$ cat src/rtl/hbbus_pkg.sv
// Shared hexbus definitions: default word width, 2-bit word-tag encodings,
// and the fill-counter width helper used by the buffering blocks.
package hbbus_pkg;

  localparam int HB_W = 34;

  typedef enum logic [1:0] {
    HB_TAG_ACK  = 2'b00,
    HB_TAG_ADDR = 2'b01,
    HB_TAG_DATA = 2'b10,
    HB_TAG_INT  = 2'b11
  } hb_tag_e;

  // A buffer of 2^lgflen words needs lgflen+1 bits to count 0..2^lgflen.
  function automatic int hb_fill_w(input int lgflen);
    return lgflen + 1;
  endfunction

endpackage

$ cat src/rtl/hbfifo_mem.sv
// Circular memory of 2^LGFLEN-1 entries; pointers wrap by compare-and-clear
// since the depth is not a power of two.
module hbfifo_mem
  import hbbus_pkg::*;
#(
  parameter int W      = HB_W,
  parameter int LGFLEN = 2
) (
  input  logic         i_clk,
  input  logic         i_reset,
  input  logic         i_wr,
  input  logic [W-1:0] i_wdata,
  input  logic         i_rd,
  output logic [W-1:0] o_rdata,
  output logic         o_empty
);

  localparam int DEPTH = (1 << LGFLEN) - 1;
  localparam logic [LGFLEN-1:0] LAST = LGFLEN'(DEPTH - 1);

  logic [W-1:0]      r_mem [DEPTH];
  logic [LGFLEN-1:0] r_wr_ptr;
  logic [LGFLEN-1:0] r_rd_ptr;
  logic [LGFLEN-1:0] r_count;

  always_ff @(posedge i_clk) begin
    if (i_reset) begin
      r_wr_ptr <= '0;
      r_rd_ptr <= '0;
      r_count  <= '0;
    end else begin
      if (i_wr)
        r_wr_ptr <= (r_wr_ptr == LAST) ? '0 : r_wr_ptr + LGFLEN'(1);
      if (i_rd)
        r_rd_ptr <= (r_rd_ptr == LAST) ? '0 : r_rd_ptr + LGFLEN'(1);
      case ({i_wr, i_rd})
        2'b10:   r_count <= r_count + LGFLEN'(1);
        2'b01:   r_count <= r_count - LGFLEN'(1);
        default: r_count <= r_count;
      endcase
    end
  end

  // Storage carries no reset; validity is tracked by the pointers and count.
  always_ff @(posedge i_clk) begin
    if (i_wr)
      r_mem[r_wr_ptr] <= i_wdata;
  end

  assign o_rdata = r_mem[r_rd_ptr];
  assign o_empty = (r_count == '0);

endmodule

$ cat src/rtl/hbfifo.sv
// Hexbus elastic buffer: registered output stage in front of hbfifo_mem.
// Define HBFIFO_PROTOCOL_EN to add the sticky upstream hold-rule checker (o_err).
module hbfifo
  import hbbus_pkg::*;
#(
  parameter int W      = HB_W,
  parameter int LGFLEN = 2
) (
  input  logic            i_clk,
  input  logic            i_reset,
  input  logic            i_stb,
  input  logic [W-1:0]    i_word,
  output logic            o_busy,
  output logic            o_stb,
  output logic [W-1:0]    o_word,
  input  logic            i_busy,
  output logic [LGFLEN:0] o_fill,
  output logic            o_err
);

  localparam int FW = hb_fill_w(LGFLEN);
  localparam logic [FW-1:0] CAP = FW'(1 << LGFLEN);

  // Handshake: a word moves upstream when i_stb && !o_busy, and downstream
  // when o_stb && !i_busy; a producer seeing busy must hold stb and word.
  logic            r_stb;
  logic [W-1:0]    r_word;
  logic            r_busy;
  logic [FW-1:0]   r_fill;
  logic [FW-1:0]   w_fill_nxt;
  logic            w_wr;
  logic            w_rd;
  logic            w_out_free;
  logic            w_load_mem;
  logic            w_bypass;
  logic            w_mem_wr;
  logic            w_mem_empty;
  logic [W-1:0]    w_mem_rdata;

  assign w_wr       = i_stb && !r_busy;
  assign w_rd       = r_stb && !i_busy;
  assign w_out_free = !r_stb || w_rd;
  assign w_load_mem = w_out_free && !w_mem_empty;
  assign w_bypass   = w_out_free && w_mem_empty && w_wr;
  assign w_mem_wr   = w_wr && !w_bypass;

  hbfifo_mem #(
    .W      (W),
    .LGFLEN (LGFLEN)
  ) u_mem (
    .i_clk   (i_clk),
    .i_reset (i_reset),
    .i_wr    (w_mem_wr),
    .i_wdata (i_word),
    .i_rd    (w_load_mem),
    .o_rdata (w_mem_rdata),
    .o_empty (w_mem_empty)
  );

  always_comb begin
    w_fill_nxt = r_fill;
    case ({w_wr, w_rd})
      2'b10:   w_fill_nxt = r_fill + FW'(1);
      2'b01:   w_fill_nxt = r_fill - FW'(1);
      default: w_fill_nxt = r_fill;
    endcase
  end

  always_ff @(posedge i_clk) begin
    if (i_reset) begin
      r_stb  <= 1'b0;
      r_word <= '0;
      r_busy <= 1'b0;
      r_fill <= '0;
    end else begin
      r_fill <= w_fill_nxt;
      r_busy <= (w_fill_nxt == CAP);
      // Memory head has priority so older words always leave first.
      if (w_load_mem) begin
        r_stb  <= 1'b1;
        r_word <= w_mem_rdata;
      end else if (w_bypass) begin
        r_stb  <= 1'b1;
        r_word <= i_word;
      end else if (w_rd) begin
        r_stb  <= 1'b0;
      end
    end
  end

  assign o_stb  = r_stb;
  assign o_word = r_word;
  assign o_busy = r_busy;
  assign o_fill = r_fill;

`ifdef HBFIFO_PROTOCOL_EN
  logic         r_last_stb;
  logic [W-1:0] r_last_word;
  logic         r_last_busy;
  logic         r_err;

  always_ff @(posedge i_clk) begin
    if (i_reset) begin
      r_last_stb  <= 1'b0;
      r_last_word <= '0;
      r_last_busy <= 1'b0;
      r_err       <= 1'b0;
    end else begin
      r_last_stb  <= i_stb;
      r_last_word <= i_word;
      r_last_busy <= r_busy;
      if (r_last_stb && r_last_busy && ({i_stb, i_word} != {r_last_stb, r_last_word}))
        r_err <= 1'b1;
    end
  end

  assign o_err = r_err;
`else
  assign o_err = 1'b0;
`endif

endmodule

$ cat config.mk
export PLATFORM = sky130hd
export DESIGN_NAME = hbfifo
export DESIGN_NICKNAME = d
export VERILOG_FILES = /design/src/rtl/hbbus_pkg.sv /design/src/rtl/hbfifo_mem.sv /design/src/rtl/hbfifo.sv
export SDC_FILE = /design/constraint.sdc
export NUM_CORES = 1
export LEC_CHECK = 0
export ABC_AREA = 1
export BUFFER_PORTS_ARGS = -buffer_cell sky130_fd_sc_hd__buf_2
export CAP_MARGIN = 20
export CORE_UTILIZATION = 35
export CTS_CLUSTER_DIAMETER = 200
export CTS_CLUSTER_SIZE = 12
export DETAILED_ROUTE_END_ITERATION = 8
export PLACE_DENSITY = 0.59
export SYNTH_ARGS = -nofsm -noshare
export SYNTH_HDL_FRONTEND = slang
export SYNTH_SLANG_ARGS = --single-unit
$ cat constraint.sdc
create_clock -name i_clk -period 8.4 [get_ports i_clk]
set_input_delay 0.42 -clock i_clk [delete_from_list [all_inputs] [get_ports i_clk]]
set_output_delay 0.42 -clock i_clk [all_outputs]
set_load 0.1 [all_outputs]
==> run_results.csv <==
group,metric,value,unit
status,status,"complete, no violations",
critical_path,reg2reg_slack,6070,ps
critical_path,crit_fanout,29,
finish,final_nets,804,
synth,synth.distinct_cells,30,
clock_tree,cts.sinks,149,
routing,via_count,4510,
finish,drive_gt1_share,16.88,%
global_route,grt_pass1_wl,22280,um
finish,area_growth,17.32,%
place,gp_congestion,0.6913,
clock_tree,cts_setup_buffers,0,
sta,worst_slew_pin_slew,966.9,ps
sta,finalHoldViolations,0,
die,floorplan.rows,49,
flow_run,maxCapViolCount,0,
finish,post-route-util,41.85,%
clock_tree,htreeDepth,4,
clock_tree,cts.repair.resized,0,
finish,fillers,1782,
clock_tree,numCtsBuffers,17,
synth,syn_area,6409,um^2
power,ir_drop,0.2913,mV
place,hpwl,8585,um
critical_path,path_class,"reg2reg",
place,dp_cells,973,
critical_path,endpoint_kind,"flop",
finish,finalInstanceArea,7518,um^2
sta,hold_slack,223.2,ps
sta,fmax,0.4289,GHz
clock_tree,clk_pin_slew,50,ps
critical_path,r2r-start,"o_stb",
sta,relSlewSlack,35.31,%
routing,drtPass1Iterations,5,
sta,drv_slew,0,
critical_path,crit_chain,"nand2_1 > buf_4 > nand2_1 > nand2_1 > nor3_2 > buf_4",
place,io_buffers,76,
die,die_h,137.3,um
global_route,grt_pass1_vias,4151,
finish,seqCellArea,4005,um^2
finish,final_cell_mix,"nand2_1, nor2_1, edfxtp_1, inv_1, buf_2",
critical_path,critPathLaunchType,"flop",
critical_path,crit_cells,6,
worst_hold_path,min_path_type,"in2reg",
critical_path,endpoint,"u_mem.r_mem[2][7]",
critical_path,r2r_end,"u_mem.r_mem[2][7]",
synth,yosysTopAreaCell,"edfxtp_1",
critical_path,critPathBufInv,2,
finish,final_common_cell,"nand2_1",
critical_path,worst_r2r_path_depth,6,
routing,drcViolationCount,0,
finish,multiInputGateArea,1928,um^2
global_route,grt_usage,15.84,%
synth,synth.avg_cell_area,9.234,um^2
critical_path,setup.worst_path.start,"o_stb",
critical_path,timing.critical_path.required,8500,ps
critical_path,arrival,2430,ps
clock_tree,postCtsHoldBufs,0,
clock_tree,cts_root_buf,"clkbuf_16",
place,place_area,6968,um^2
finish,layout.cells.non_filler,1005,
power,leakagePower,3.359,nW
critical_path,slowest_delay,620,ps
sta,fin_worst_skew,7.211,ps
die,core_area,17960,um^2
synth,ys_seq_area_share,62.48,%
clock_tree,clk_latency,420,ps
routing,via_per_inst,4.488,
die,io_pins,78,
critical_path,path_delay_family,"simple AND/OR/NAND/NOR gates",
global_route,grt_overflow_total,0,
clock_tree,cts_buffer_depth,2,
sta,rsz0062_at_grt,"no",
finish,num_antenna_cells,0,
synth,synth_top_area_share,47.79,%
global_route,grt_antenna_before_repair,0,
power,powerDensity,419.1,nW/um^2
sta,fin_crit_sh,27.76,%
die,start_util,35.68,%
routing,routed_wl,13820,um
synth,synth_nets,735,
synth,synthTopCellsByArea,"edfxtp_1, dfxtp_1, nand2_1",
synth,ys_warn_count,0,
clock_tree,cts_tree,"done",
synth,synthesis.instances,694,
synth,postSynthRegisterBits,149,
sta,setup_viol,0,
routing,drt_iter0_drc,159,
critical_path,critPathMostFrequentCell,"nand2_1",
die,die_x,137.3,um
global_route,grt_max_degree,60,
routing,wire_per_inst,13.75,um
sta,setup-tns-final,0,ps
die,dieArea,18860,um^2
critical_path,slowest_stage,"nor3_2",
sta,fin_crit,2332,ps
routing,ant_nets,0,
worst min-delay path by stage:
| stage | from | end | cells after the start |
|---|---|---|---|
| 2_1_floorplan | u_mem.r_wr_ptr[1] | u_mem.r_wr_ptr[1] | 2 |
| 3_3_place_gp | u_mem.r_wr_ptr[1] | u_mem.r_wr_ptr[1] | 2 |
| 3_5_place_dp | u_mem.r_wr_ptr[1] | u_mem.r_wr_ptr[1] | 2 |
| 4_1_cts | i_word[27] | u_mem.r_mem[1][27] | 1 |
| 5_1_grt | i_word[27] | u_mem.r_mem[2][27] | 1 |
| 6_report | i_word[18] | u_mem.r_mem[2][18] | 1 |
synthesized netlist by cell type, drive strengths merged:
cell	count
nand2	164
nor2	138
edfxtp	102
inv	79
nand3	55
dfxtp	47
buf	25
o21bai	25
o21ai	13
a21oi	12
clkbuf	10
or2	10
nand4	4
ha	2
xor2	2
a31oi	1
clkinv	1
conb	1
fa	1
mux2i	1
nor3	1
worst reg2reg max path, cell delays in order (launching register included):
cell,delay [ps]
dfxtp_1,360
nand2_1,60
buf_4,240
nand2_1,190
nand2_1,150
nor3_2,620
buf_4,400
state kept, by name, indices dropped and copies added (netlist names), named ones only:
signal,count
o_fill,3
o_stb,1
u_mem.r_mem,102
o_word,34
u_mem.r_rd_ptr,2
u_mem.r_count,2
u_mem.r_wr_ptr,2
o_busy,1
where the power goes:
group	internal [mW]	switching [mW]	total [mW]	leakage [nW]
registers	0.944	0.0644	1.01	1.32
clock network	0.412	0.295	0.707	0.256
logic	0.307	1.13	1.44	1.79
per-stage QoR:
| step | setup slack [ps] | total power, mW |
|---|---|---|
| 6_report | 6069 | 3.151 |
| 5_1_grt | 5894 | 3.353 |
| 4_1_cts | 6015 | 3.192 |
| 3_5_place_dp | 5847 | 2.476 |
| 3_3_place_gp | 5854 | 2.465 |
| 2_1_floorplan | 4009 | 2.215 |
layout make-up:
cell class / instances / share of cell area (%)
tap: 229 / 3.811
sequential: 149 / 53.27
multi-input combinational: 430 / 25.64
clock buffer: 19 / 5.891
inverter: 80 / 3.994
timing repair buffer: 85 / 5.958
clock inverter: 13 / 1.431
routing by layer:
metal / track usage (%) / vias up / wire length (um)
met4: 6.716 / 0 / 128
met2: 25.70 / 101 / 6540
met1: 20.74 / 2055 / 6517
met5: 0 / - / 0
li1: - / 2342 / -
met3: 2.870 / 12 / 637
cells by family (layout without fill, tap and decap cells):
logic type	Yosys count	in the layout	synth area share (%)
AO/OA/AOI/OAI	51	51	5.037
XOR/XNOR	2	2	0.2734
adder cells (fa/ha/maj)	3	3	0.7028
buffers and inverters	115	197	7.516
flip-flops	149	149	62.48
multiplexers	1	1	0.1562
other	1	1	0.05851
AND/OR/NAND/NOR	372	372	23.78
Power figures use the tool's default switching activity.
